[config.mk]
export PLATFORM = sky130hd
export DESIGN_NAME = mem_read_sequencer
export DESIGN_NICKNAME = d
export VERILOG_FILES = /design/src/rtl/mem_seq_pkg.sv /design/src/rtl/mem_read_addr_counter.sv /design/src/rtl/mem_read_sequencer.sv
export SDC_FILE = /design/constraint.sdc
export NUM_CORES = 1
export LEC_CHECK = 0
export BUFFER_PORTS_ARGS = -buffer_cell sky130_fd_sc_hd__buf_2
export CAP_MARGIN = 20
export CORE_AREA = 2 2 39 41
export DETAILED_ROUTE_END_ITERATION = 6
export DIE_AREA = 0 0 41 43
export GPL_ROUTABILITY_DRIVEN = 1
export PLACE_DENSITY = 0.72
export SLEW_MARGIN = 20
export SYNTH_ARGS = -nofsm -noshare
export SYNTH_HDL_FRONTEND = slang
export SYNTH_HIERARCHICAL = 1
export SYNTH_SLANG_ARGS = --single-unit
[constraint.sdc]
create_clock -name Clock -period 2.9 [get_ports Clock]
set_input_delay 0.29 -clock Clock [delete_from_list [all_inputs] [get_ports Clock]]
set_output_delay 0.29 -clock Clock [all_outputs]
set_load 0.05 [all_outputs]
[src/rtl/mem_seq_pkg.sv]
// Shared definitions for the scratch-memory read/write sequencers.
// State encodings and default geometry of the 4-entry scratch memory.
package mem_seq_pkg;

   localparam int DEPTH_DEF  = 4;
   localparam int ADDR_W_DEF = 2;

   localparam logic [2:0] ST_IDLE    = 3'd0;
   localparam logic [2:0] ST_ISSUE   = 3'd1;
   localparam logic [2:0] ST_CAPTURE = 3'd2;
   localparam logic [2:0] ST_PRESENT = 3'd3;
   localparam logic [2:0] ST_FINISH  = 3'd4;

   typedef enum logic [2:0] {
      IDLE    = ST_IDLE,
      ISSUE   = ST_ISSUE,
      CAPTURE = ST_CAPTURE,
      PRESENT = ST_PRESENT,
      FINISH  = ST_FINISH
   } rd_state_e;

endpackage

[src/rtl/mem_read_addr_counter.sv]
// Read address counter with clear, increment and a last-entry flag.
// Wrap past DEPTH-1 is the natural ADDR_W-bit overflow.
module mem_read_addr_counter
   import mem_seq_pkg::*;
#(
   parameter int DEPTH  = DEPTH_DEF,
   parameter int ADDR_W = ADDR_W_DEF
) (
   input  logic              clk_i,
   input  logic              rst_ni,
   input  logic              clr_i,
   input  logic              inc_i,
   output logic [ADDR_W-1:0] addr_o,
   output logic              last_o
);

   logic [ADDR_W-1:0] addr_q, addr_d;

   always_comb begin
      addr_d = addr_q;
      if (clr_i) begin
         addr_d = '0;
      end else if (inc_i) begin
         addr_d = addr_q + 1'b1;
      end
   end

   always_ff @(posedge clk_i or negedge rst_ni) begin
      if (!rst_ni) begin
         addr_q <= '0;
      end else begin
         addr_q <= addr_d;
      end
   end

   assign addr_o = addr_q;
   assign last_o = (addr_q == ADDR_W'(DEPTH - 1));

endmodule

[src/rtl/mem_read_sequencer.sv]
// Walks the scratch memory in address order, one read per entry,
// and presents each returned word on a valid/ready handshake.
module mem_read_sequencer
   import mem_seq_pkg::*;
#(
   parameter int DATA_W = 4,
   parameter int DEPTH  = DEPTH_DEF,
   parameter int ADDR_W = ADDR_W_DEF
) (
   input  logic              Clock,
   input  logic              Reset,
   input  logic              Start,
   input  logic              Loop,
   input  logic              Stop,
   input  logic [DATA_W-1:0] ReadData,
   input  logic              Ready,
   output logic              ReadEn,
   output logic [ADDR_W-1:0] ReadAddr,
   output logic [DATA_W-1:0] OutData,
   output logic [ADDR_W-1:0] OutIndex,
   output logic              OutValid,
   output logic              Busy,
   output logic              Done
);

   rd_state_e         state_q, state_d;
   logic              loop_q, loop_d;
   logic [DATA_W-1:0] data_q;
   logic [ADDR_W-1:0] idx_q;
   logic [ADDR_W-1:0] addr;
   logic              last;
   logic              clr;
   logic              inc;
   logic              cap;

   mem_read_addr_counter #(
      .DEPTH  (DEPTH),
      .ADDR_W (ADDR_W)
   ) u_addr (
      .clk_i  (Clock),
      .rst_ni (Reset),
      .clr_i  (clr),
      .inc_i  (inc),
      .addr_o (addr),
      .last_o (last)
   );

   always_comb begin
      state_d = state_q;
      loop_d  = loop_q;
      clr     = 1'b0;
      inc     = 1'b0;
      cap     = 1'b0;
      if (Stop) begin
         state_d = IDLE;
         clr     = 1'b1;
      end else begin
         unique case (state_q)
            IDLE: begin
               if (Start) begin
                  loop_d  = Loop;
                  clr     = 1'b1;
                  state_d = ISSUE;
               end
            end
            ISSUE: begin
               state_d = CAPTURE;
            end
            CAPTURE: begin
               cap     = 1'b1;
               state_d = PRESENT;
            end
            PRESENT: begin
               if (Ready) begin
                  // last entry either wraps (loop mode) or ends the pass
                  if (!last || loop_q) begin
                     inc     = 1'b1;
                     state_d = ISSUE;
                  end else begin
                     state_d = FINISH;
                  end
               end
            end
            FINISH: begin
               state_d = IDLE;
            end
            default: begin
               state_d = IDLE;
            end
         endcase
      end
   end

   always_ff @(posedge Clock or negedge Reset) begin
      if (!Reset) begin
         state_q <= IDLE;
         loop_q  <= 1'b0;
         data_q  <= '0;
         idx_q   <= '0;
      end else begin
         state_q <= state_d;
         loop_q  <= loop_d;
         if (cap) begin
            data_q <= ReadData;
            idx_q  <= addr;
         end
      end
   end

   assign ReadEn   = (state_q == ISSUE);
   assign ReadAddr = ReadEn ? addr : '0;
   assign OutData  = data_q;
   assign OutIndex = idx_q;
   assign OutValid = (state_q == PRESENT);
   assign Busy     = (state_q != IDLE);
   assign Done     = (state_q == FINISH);

endmodule

==> key figures <==
Pwr
  – Combinational power share: 36.9%
  – Reg power frac: 43.8%
  – Sw Share: 39.50%
  – Net Sw Power: 0.1944 mW
  – Clk pwr share: 19.3%
  – Leak: 0.3706 nW
  – Power Dens Cells: 678.2 nW/um2
  – Int Power: 0.2978 mW
  – VDD IR-drop max: 0.4163 mV

Cells and area
  – Core Util, Final: 52.44%
  – ANT cells: 0
  – Synth-to-layout area growth: 24.46%
  – Nets: 85
  – Layout fillers: 138
  – Share of layout cells above drive strength 1: 47.22%

Critical path
  – Worst EP required: 2.61 ns
  – Setup crit start kind: flip-flop
  – Nature of the critical path endpoint: output pin
  – Critical setup path kind: reg -> out
  – Worst-path fanout max: 9
  – Arrival time of the worst setup path: 1.49 ns
  – R2R Setup Slk: 1.42 ns

Yosys
  – Async set-or-reset flop fraction in the synthesized netlist: 100.0%
  – Post-synthesis register bit count: 12
  – Sequential-to-total area share from yosys stat: 51.50%
  – Syn Inst Count: 49
  – EDFF count, synth: 0
  – Top FF cell, synth: dfrtp_1
  – Synth Cell Area: 583.1 um2
  – Synth Net Count: 60
  – Synth Area per Inst: 11.90 um2
  – Number of synthesis warnings: 6
  – Synth cell types: 22

Route
  – Remaining antenna violation count: 0
  – DR vias/cell: 5.034
  – Remaining DRCs: 0
  – DR iter-0 viols: 2
  – Mean routed wirelength per cell: 10.95 um
  – DR pass1 iterations: 3
  – WL final: 964 um
  – Vias: 443

Floorplanning
  – Std-Cell Rows: 14
  – Starting density of the core: 42.13%
  – Full die area: 1763 um2
  – I/O pin cnt: 22
  – Core footprint: 1384 um2
  – Die Wd: 41 um
  – Die H: 43 um

Clock tree
  – Clock sinks: 12
  – CTS tree: built
  – Clock slew at reported path FFs: 0.07 ns
  – Bufs on Longest Clock Path: 2
  – Worst-Skew Late Latency: 0.26 ns
  – Number of buffers created by CTS: 3
  – Resized Gates After CTS: 0
  – H-tree Lvls: 1
  – CTS root buf: clkbuf_4

Timing
  – Max-slew violations: 0
  – Slew HR: 70.53%
  – FMAX: 562.4 MHz
  – Hold WS: 0.2495 ns
  – Endpoints failing hold: 0
  – Final setup viols: 0
  – Setup_tns: 0 ns
  – RSZ-0062 raised after global routing: false
  – Post-layout minimum cycle time: 1.778 ns
  – Actual slew at the worst max-slew pin: 0.4402 ns
  – Crit share post-route: 61.31%
  – Final setup margin: 1.122 ns
  – Clock skew: 0.003394 ns

GRT
  – Initial antenna violation count: 0
  – Global Route Usage Sum: 13.98%
  – First-pass GRT wire length: 1642 um
  – Largest net degree at the start of global routing: 13
  – Grt ovf: 0
  – Vias in the first global route: 427

Placed design
  – Port bufs: 21
  – Placer congestion estimate: 0.6440
  – Post-DP HPWL: 773 um
  – Pre-CTS setup slack: 1.408 ns

Hold path
  – Hold Crit Class: in -> reg

Job
  – Max-cap viol count: 0

Run status
  – Status: finished clean
power groups by stage:
stage / logic [mW] / clock network, mW / registers [mW]
final: 0.181 / 0.0950 / 0.216
after global routing: 0.190 / 0.113 / 0.221
after CTS: 0.183 / 0.101 / 0.216
after detailed placement: 0.182 / 0 / 0.220
after global placement: 0.180 / 0 / 0.219
after floorplan: 0.0697 / 0 / 0.290
stage by stage:
step | std cells | total power, mW | area, um2
after floorplan | 49 | 0.3601 | 583.1
after CTS | 88 | 0.5008 | 725.7
after global placement | 84 | 0.3989 | 693.2
after detailed placement | 84 | 0.4019 | 693.2
after global routing | 88 | 0.5247 | 725.7
final | 88 | 0.4922 | 725.7
worst paths after layout:
| check | end | start | depth (start not counted) |
|---|---|---|---|
| hold / removal | state_q[1] | Ready | 2 |
| setup reg to reg | u_addr/addr_o[1] | state_q[2] | 5 |
| max in group asynchronous | OutIndex[1] | Reset | 2 |
| setup / recovery | ReadAddr[0] | state_q[0] | 3 |
| hold reg to reg | state_q[2] | loop_q | 1 |
| min in group asynchronous | state_q[0] | Reset | 2 |
cells in the mapped netlist (all sizes together), types with 2 or more instances:
| cell | count | share of area [%] |
|---|---|---|
| and2 | 3 | 3.4 |
| buf | 2 | 2.6 |
| dfrtp | 12 | 52 |
| inv | 2 | 1.3 |
| mux2 | 7 | 14 |
| nand2 | 2 | 1.3 |
| nor2 | 5 | 3.2 |
| nor3b | 2 | 2.6 |
| o21bai | 2 | 2.6 |
cells by family (layout without fill, tap and decap cells):
| logic type | Yosys count | after routing | share of synthesized area, % |
|---|---|---|---|
| adder cells (fa/ha/maj) | 1 | 1 | 2.146 |
| flip-flops | 12 | 12 | 51.50 |
| AO/OA/AOI/OAI | 6 | 6 | 6.651 |
| buffers and inverters | 4 | 27 | 3.862 |
| multiplexers | 8 | 8 | 15.24 |
| XOR/XNOR | 1 | 1 | 1.502 |
| AND/OR/NAND/NOR | 17 | 17 | 19.10 |
critical path, cell delays in order, from the launching register on:
cell	delay, ns
dfrtp_1	0.50
nor3b_1	0.31
and2_1	0.16
buf_2	0.25
cell type report:
| cell class | instances | area (um2) | area share [%] |
|---|---|---|---|
| Inverter | 2 | 7.507 | 1.034 |
| Tap cell | 16 | 20.02 | 2.759 |
| Clock buffer | 3 | 22.52 | 3.103 |
| Sequential cell | 12 | 300.3 | 41.38 |
| Multi-Input combinational cell | 33 | 260.3 | 35.86 |
| Timing Repair Buffer | 22 | 115.1 | 15.86 |
registers in the layout (all words and copies together), names as in the netlist:
| name | flops |
|---|---|
| OutIndex | 2 |
| u_addr/addr_o | 2 |
| OutData | 4 |
| state_q | 3 |
| loop_q | 1 |
layout by cell type, fill, tap and decap left out, types with 2 or more instances in the layout:
master	netlist	final
nor2_1	5	5
nand2_1	2	2
mux2_2	7	7
inv_1	2	2
and2_1	2	2
o21bai_1	2	2
clkbuf_4	0	3
nor3b_1	2	2
dfrtp_1	12	12
buf_2	0	21
repair_timing:
| item | 4_1_cts | 5_1_grt |
|---|---|---|
| hold buffers | 1 | 0 |
| setup endpoints to repair | 0 | 0 |
| buffers inserted | 0 | 0 |
| hold endpoints to repair | 12 | 0 |
layer usage:
| metal | GRT usage, % | part of all wire (%) |
|---|---|---|
| met1 | 18.06 | 42 |
| met2 | 19.69 | 47 |
| met5 | 0 | 0 |
| met3 | 1.571 | 7.9 |
| met4 | 12.00 | 3.0 |
(Power assumes the default switching activity.)
